===== src/rtl/draw_pkg.sv =====
// Shared definitions for the draw pair writer slice.
//   ADDR_W          - framebuffer address width
//   FB_BASE_DEFAULT - default first even address of the write window
//   state_e         - writer FSM states
package draw_pkg;

    localparam int unsigned ADDR_W          = 14;
    localparam int unsigned FB_BASE_DEFAULT = 15872;

    typedef enum logic [1:0] {
        StIdle,
        StRun,
        StDone
    } state_e;

endpackage


===== src/rtl/draw_pair_writer_if.sv =====
// Upstream pair stream: an even/odd address pair with one pixel per address.
//   in_valid       - pair valid (master)
//   in_ready       - writer accepts a pair this cycle (slave)
//   addr_a, addr_b - even / odd framebuffer address
//   data_a, data_b - pixels for addr_a / addr_b
// Modports: master = upstream producer, slave = draw_pair_writer.
interface draw_pair_writer_if #(
    parameter int unsigned DATA_W = 8
);

    logic                        in_valid;
    logic                        in_ready;
    logic [draw_pkg::ADDR_W-1:0] addr_a;
    logic [draw_pkg::ADDR_W-1:0] addr_b;
    logic [DATA_W-1:0]           data_a;
    logic [DATA_W-1:0]           data_b;

    modport master (
        output in_valid, addr_a, addr_b, data_a, data_b,
        input  in_ready
    );

    modport slave (
        input  in_valid, addr_a, addr_b, data_a, data_b,
        output in_ready
    );

endinterface


===== src/rtl/draw_addr_check.sv =====
// Combinational pair validator, compiled only with DRAW_ADDR_CHECK_EN defined.
// A pair is good when addr_a is even, addr_b == addr_a + 1 and addr_a lies in
// [FB_BASE, FB_BASE + 2*PAIR_TOTAL).
//   addr_a, addr_b - candidate address pair
//   pair_ok        - 1 when the pair passes every rule
`ifdef DRAW_ADDR_CHECK_EN
module draw_addr_check
    import draw_pkg::*;
#(
    parameter int unsigned PAIR_TOTAL = 128,
    parameter int unsigned FB_BASE    = FB_BASE_DEFAULT
) (
    input  logic [ADDR_W-1:0] addr_a,
    input  logic [ADDR_W-1:0] addr_b,
    output logic              pair_ok
);

    localparam logic [31:0] WinLo = 32'(FB_BASE);
    localparam logic [31:0] WinHi = 32'(FB_BASE + 2 * PAIR_TOTAL);

    logic [31:0] a_ext;
    logic        succ_ok;

    assign a_ext = 32'(addr_a);
    // One extra bit so addr_a = all-ones cannot wrap onto addr_b = 0.
    assign succ_ok = ({1'b0, addr_b} == ({1'b0, addr_a} + {{ADDR_W{1'b0}}, 1'b1}));
    assign pair_ok = !addr_a[0] && succ_ok && (a_ext >= WinLo) && (a_ext < WinHi);

endmodule
`endif


===== src/rtl/draw_pair_writer.sv =====
// Dual-port framebuffer pair writer. After start it accepts PAIR_TOTAL address
// pairs from upstream and issues one registered dual write strobe per pair.
//   clk, reset         - clock, asynchronous active-low reset
//   start              - one-cycle pulse, begins a segment from IDLE or DONE
//   pair               - upstream pair stream (slave modport)
//   wr_en_*, wr_addr_*, wr_data_* - framebuffer write port A / B
//   pair_count         - pairs written in the current segment
//   done               - segment complete, held until start or reset
//   err                - sticky address-check error
// Optional: DRAW_ADDR_CHECK_EN enables pair validation; bad pairs are
// consumed without a write and set err. Undefined, err is tied to 0.
module draw_pair_writer
    import draw_pkg::*;
#(
    parameter int unsigned DATA_W     = 8,
    parameter int unsigned PAIR_TOTAL = 128,
    parameter int unsigned FB_BASE    = FB_BASE_DEFAULT
) (
    input  logic              clk,
    input  logic              reset,
    input  logic              start,
    draw_pair_writer_if.slave pair,
    output logic              wr_en_a,
    output logic              wr_en_b,
    output logic [ADDR_W-1:0] wr_addr_a,
    output logic [ADDR_W-1:0] wr_addr_b,
    output logic [DATA_W-1:0] wr_data_a,
    output logic [DATA_W-1:0] wr_data_b,
    output logic [7:0]        pair_count,
    output logic              done,
    output logic              err
);

    localparam logic [7:0] PairTotal8 = 8'(PAIR_TOTAL);
    localparam logic [8:0] PairTotal9 = 9'(PAIR_TOTAL);

    state_e            state_q, state_d;
    logic [7:0]        count_q, count_d;
    logic              wr_en_q;
    logic [ADDR_W-1:0] addr_a_q, addr_b_q;
    logic [DATA_W-1:0] data_a_q, data_b_q;
    logic              accept, pair_ok, write;

    // Ready depends on state and count only, so upstream may hold in_valid.
    assign pair.in_ready = (state_q == StRun) && (count_q < PairTotal8);
    assign accept        = pair.in_valid && pair.in_ready;
    assign write         = accept && pair_ok;

`ifdef DRAW_ADDR_CHECK_EN
    logic err_q;

    draw_addr_check #(
        .PAIR_TOTAL (PAIR_TOTAL),
        .FB_BASE    (FB_BASE)
    ) u_addr_check (
        .addr_a  (pair.addr_a),
        .addr_b  (pair.addr_b),
        .pair_ok (pair_ok)
    );

    always_ff @(posedge clk or negedge reset) begin
        if (!reset) begin
            err_q <= 1'b0;
        end else if (accept && !pair_ok) begin
            err_q <= 1'b1;
        end
    end

    assign err = err_q;
`else
    logic unused_fb_base;

    // Keeps the window parameter referenced when checking is compiled out.
    assign unused_fb_base = ^32'(FB_BASE);
    assign pair_ok        = 1'b1;
    assign err            = 1'b0;
`endif

    always_comb begin
        state_d = state_q;
        count_d = count_q;
        unique case (state_q)
            StIdle, StDone: begin
                if (start) begin
                    state_d = StRun;
                    count_d = '0;
                end
            end
            StRun: begin
                // in_ready gates writes at PAIR_TOTAL, so the count saturates there.
                if (write) begin
                    count_d = count_q + 8'd1;
                    if (({1'b0, count_q} + 9'd1) == PairTotal9) begin
                        state_d = StDone;
                    end
                end
            end
            default: state_d = StIdle;
        endcase
    end

    always_ff @(posedge clk or negedge reset) begin
        if (!reset) begin
            state_q <= StIdle;
            count_q <= '0;
        end else begin
            state_q <= state_d;
            count_q <= count_d;
        end
    end

    always_ff @(posedge clk or negedge reset) begin
        if (!reset) begin
            wr_en_q  <= 1'b0;
            addr_a_q <= '0;
            addr_b_q <= '0;
            data_a_q <= '0;
            data_b_q <= '0;
        end else begin
            wr_en_q <= write;
            if (write) begin
                addr_a_q <= pair.addr_a;
                addr_b_q <= pair.addr_b;
                data_a_q <= pair.data_a;
                data_b_q <= pair.data_b;
            end
        end
    end

    // One strobe flop drives both ports so they can never split.
    assign wr_en_a    = wr_en_q;
    assign wr_en_b    = wr_en_q;
    assign wr_addr_a  = addr_a_q;
    assign wr_addr_b  = addr_b_q;
    assign wr_data_a  = data_a_q;
    assign wr_data_b  = data_b_q;
    assign pair_count = count_q;
    assign done       = (state_q == StDone);

endmodule


===== src/flat_wrapper.sv =====
// flat-port wrapper written by rule: the top's interface ports become plain ports
module draw_pair_writer_flat import draw_pkg::*;
#(
    parameter int unsigned DATA_W     = 8,
    parameter int unsigned PAIR_TOTAL = 128,
    parameter int unsigned FB_BASE    = FB_BASE_DEFAULT
)
  (clk, reset, start, wr_en_a, wr_en_b, wr_addr_a, wr_addr_b, wr_data_a, wr_data_b, pair_count, done, err, pair_in_valid, pair_addr_a, pair_addr_b, pair_data_a, pair_data_b, pair_in_ready);
  draw_pair_writer_if #(.DATA_W(DATA_W)) pair_i ();
  input  logic clk;
  input  logic reset;
  input  logic start;
  output logic wr_en_a;
  output logic wr_en_b;
  output logic [ADDR_W-1:0] wr_addr_a;
  output logic [ADDR_W-1:0] wr_addr_b;
  output logic [DATA_W-1:0] wr_data_a;
  output logic [DATA_W-1:0] wr_data_b;
  output logic [7:0] pair_count;
  output logic done;
  output logic err;
  input wire logic [$bits(pair_i.in_valid)-1:0] pair_in_valid;
  input wire logic [$bits(pair_i.addr_a)-1:0] pair_addr_a;
  input wire logic [$bits(pair_i.addr_b)-1:0] pair_addr_b;
  input wire logic [$bits(pair_i.data_a)-1:0] pair_data_a;
  input wire logic [$bits(pair_i.data_b)-1:0] pair_data_b;
  output wire logic [$bits(pair_i.in_ready)-1:0] pair_in_ready;
  assign pair_i.in_valid = pair_in_valid;
  assign pair_i.addr_a = pair_addr_a;
  assign pair_i.addr_b = pair_addr_b;
  assign pair_i.data_a = pair_data_a;
  assign pair_i.data_b = pair_data_b;
  assign pair_in_ready = pair_i.in_ready;
  draw_pair_writer #(.DATA_W(DATA_W), .PAIR_TOTAL(PAIR_TOTAL), .FB_BASE(FB_BASE)) u_core (.clk(clk), .reset(reset), .start(start), .pair(pair_i), .wr_en_a(wr_en_a), .wr_en_b(wr_en_b), .wr_addr_a(wr_addr_a), .wr_addr_b(wr_addr_b), .wr_data_a(wr_data_a), .wr_data_b(wr_data_b), .pair_count(pair_count), .done(done), .err(err));
endmodule

===== config.mk =====
export PLATFORM = sky130hd
export DESIGN_NAME = draw_pair_writer_flat
export DESIGN_NICKNAME = d
export VERILOG_FILES = /design/src/rtl/draw_pkg.sv /design/src/rtl/draw_pair_writer_if.sv /design/src/rtl/draw_addr_check.sv /design/src/rtl/draw_pair_writer.sv /design/src/flat_wrapper.sv
export SDC_FILE = /design/constraint.sdc
export NUM_CORES = 1
export LEC_CHECK = 0
export BUFFER_PORTS_ARGS = -buffer_cell sky130_fd_sc_hd__buf_2
export CAP_MARGIN = 0
export CELL_PAD_IN_SITES_DETAIL_PLACEMENT = 0
export CELL_PAD_IN_SITES_GLOBAL_PLACEMENT = 1
export CORE_AREA = 2 2 85 87
export CTS_BUF_LIST = sky130_fd_sc_hd__clkbuf_4
export CTS_CLUSTER_SIZE = 12
export DETAILED_ROUTE_END_ITERATION = 7
export DIE_AREA = 0 0 87 89
export PLACE_DENSITY = 0.88
export SLEW_MARGIN = 20
export SYNTH_ARGS = -nofsm -noshare
export SYNTH_HDL_FRONTEND = slang
export SYNTH_SLANG_ARGS = --single-unit

===== constraint.sdc =====
create_clock -name clk -period 1.64 [get_ports clk]
set_input_delay 0.164 -clock clk [delete_from_list [all_inputs] [get_ports clk]]
set_output_delay 0.164 -clock clk [all_outputs]
set_load 0.02 [all_outputs]

==> results.md <==
* Status: finished, final reports clean
* Detail Placement HPWL at 3650 µm
* Pre-CTS WS at approximately 0.13 ns
* Std-Cell Rows at 30
* TritonCTS clock tree: yes
* Share of the synthesized area in the top cell type at just over 60%
* Crit-path max FO at 5
* Commonest cells in the netlist: nand2_1, dfrtp_1, clkbuf_1
* Sequential area share after synthesis at between 60% and 70%
* Worst-case clock skew at ~0.014 ns
* Routed via count at roughly 2100
* R2R depth at 5
* Worst path slowest cell: dfrtp_1
* Distinct cell type count after synthesis at 28
* Fill count at 622
* Number of global-route vias before repair at 2089
* Final hold vios at 0
* Placed cell count at roughly 420
* Slew Limit Fails at 0
* Placer Congestion at around 0.8
* Clk buf depth at 2
* Fin crit share at 92.01%
* Reg clk slew, reported paths at approximately 0.15 ns
* Max Fclk at approximately 660 MHz
* Starting DRT DRC Count at 121
* Nets@finish at around 440
* Peak supply drop at a little under 0.4 mV
* PwrDens at around 970 nW/µm²
* # setup viols final at 0
* First-pass GRT wire length at between 9000 and 10000 µm
* HP Start: start
* CP required at about 1.5 ns
* Top-count cell post-synth: nand2_1
* Post-route cell area at around 3400 µm²
* DR pass1 iterations at 4
* Critical Path Max Stage Delay at 0.48 ns
* Total track usage at 15.46%
* Max-capacitance violation count at 0
* TritonCTS Buffers at 5
* R2R Setup Slk at ~0.17 ns
* TNS Setup at 0 ns
* Crit. Startpoint: u_core.state_q[0]$_DFFE_PN0P_
* Most used DFF post-synth: dfrtp_1
* Total power draw at between 3 and 4 mW
* Syn nets at 298
* Residual DRC at 0
* H-tree Lvls at 2
* Initial core utilization at between 30 and 40%
* Total gr overflow at 0
* Initial antenna violation count at 0
* Clock Latency Late Sink at 0.37 ns
* Mapped cell area at 2243 µm²
* Avg Inst Size Synth at between 9 and 10 µm²
* Hold WS at a little under 0.09 ns
* LEAKAGE at 1.877 nW
* Worst hold-check path type: primary input to flop
* Die Span Y at ~89 µm
* Final Util at 50.15%
* Biggest area consumer among synthesized cells: dfrtp_1
* Diodes inserted at 0
* Worst EP arrival at between 1 and 1.5 ns
* Ys async rst share at 100.0%
* Top cells by area, synth: dfrtp_1, nand2_1, nand3_1
* Clk sinks at 55
* Crit-path cells: or2b_1 > nor2_1 > buf_2
* Period minus WS final at 1.509 ns
* Crit path kind: flop to primary output
* Port Buffers at 103
* Largest net degree at the start of global routing at 56
* Layout Area Growth over Synthesis at 50.20%
* Chip Width at 87 µm
* Reg-to-Reg End: u_core.wr_addr_a[10]$_DFFE_PN0P_
* Hold-critical path depth at 3
* DR WL/cell at about 13 µm
* CP Capture Type: primary output
* Ports at 105
* Syn. warnings at 0
* Worst reg2reg startpoint: u_core.pair_count[7]$_DFFE_PN0P_
* Final instance count without filler cells at around 480
* Placed cell area at approximately 2800 µm²
* Core Region at between 6000 and 7000 µm²
* Final WL at 5983 µm
* Synth Register Bits at 55
* Post-DRT Antenna Nets at 0
* Hold EP: u_core.state_q[1]$_DFFE_PN0P_
* Startpoint class of the critical path: flop
* RSZ-0062 raised after global routing: false
* DIE AREA at between 7000 and 8000 µm²
* Fin worst setup slack at roughly 0.13 ns
* Fraction of layout cells with a size suffix above 1 at between 20% and 30%
* Via density at around 4.5
* Mapped Cells at approximately 250
* CTS root buffer: clkbuf_4
* Post-synth EDFFs at 0
[placed cells by master (no fill, tap or decap), types with 2 or more instances in the layout]
cell type      count
o211ai_1           2
nand3_1            7
mux2i_1            3
nand2_1          140
a31oi_1            2
dfrtp_1           55
clkbuf_4           5
buf_2            103
o21ai_0            4
buf_4              3
dlygate4sd3_1     45
inv_1              4
ha_1               2
[sequential cells by signal (all words and copies together), names as in the netlist]
name,cells
u_core.wr_addr_b,14
u_core.state_q,2
u_core.wr_data_a,8
u_core.wr_addr_a,14
u_core.wr_en_a,1
u_core.pair_count,8
u_core.wr_data_b,8
[layout make-up]
type	instances	area [µm²]	share of cell area, %
Clock buffer	5	37.54	1.114
Clock inverter	3	38.79	1.151
Inverter	5	18.77	0.5570
Multi-Input combinational cell	174	778.2	23.10
Sequential cell	55	1376	40.85
Tap cell	80	100.1	2.971
Timing Repair Buffer	153	1020	30.26
[cell families (layout without fill, tap and decap cells)]
group           after synthesis  in the layout  synth area share, %
simple gates                156            156                28.50
flops                        55             55                61.35
buf+inv                      19            166                3.959
compound gates               12             12                3.570
mux                           3              3                1.339
fa+ha+maj                     2              2                1.115
other cells                   1              1               0.1672
[layer usage]
| metal | wire (µm) | track usage (%) | part of all wire (%) | vias to the layer above |
|---|---|---|---|---|
| li1 | - | - | - | 1058 |
| met5 | 0 | 0 | 0 | - |
| met4 | 18 | 3.409 | 0.30 | 0 |
| met2 | 2994 | 27.20 | 50 | 78 |
| met3 | 369 | 4.063 | 6.2 | 2 |
| met1 | 2600 | 19.15 | 43 | 999 |
[worst max path at each step]
| stage | end | slack, ns |
|---|---|---|
| 2_1_floorplan | u_core.pair_count[5]$_DFFE_PN0P_ | 0.14 |
| 3_3_place_gp | u_core.pair_count[5]$_DFFE_PN0P_ | 0.16 |
| 3_5_place_dp | u_core.pair_count[5]$_DFFE_PN0P_ | 0.13 |
| 4_1_cts | u_core.pair_count[5]$_DFFE_PN0P_ | 0.09 |
| 5_1_grt | pair_in_ready | 0.03 |
| 6_report | pair_in_ready | 0.13 |
[what timing repair did]
item | in CTS | in global routing
hold buffers | 45 | 0
hold endpoints to repair | 99 | 0
gates resized for setup | 0 | 1
endpoints found under the setup margin | 0 | 1
setup buffers | 0 | 0
[worst max-delay path, delay by kind of cell (launching register included)]
kind          cells  cell delay (ns)
simple gates      2             0.35
buf+inv           1             0.16
flops             1             0.48
[where the power goes]
| part | internal [mW] | total [mW] | switching, mW |
|---|---|---|---|
| clock network | 0.315 | 0.742 | 0.427 |
| logic | 0.346 | 0.849 | 0.503 |
| registers | 1.52 | 1.68 | 0.161 |
| total | 2.18 | 3.27 | 1.09 |
No activity file was read; power rests on OpenSTA's default activity.
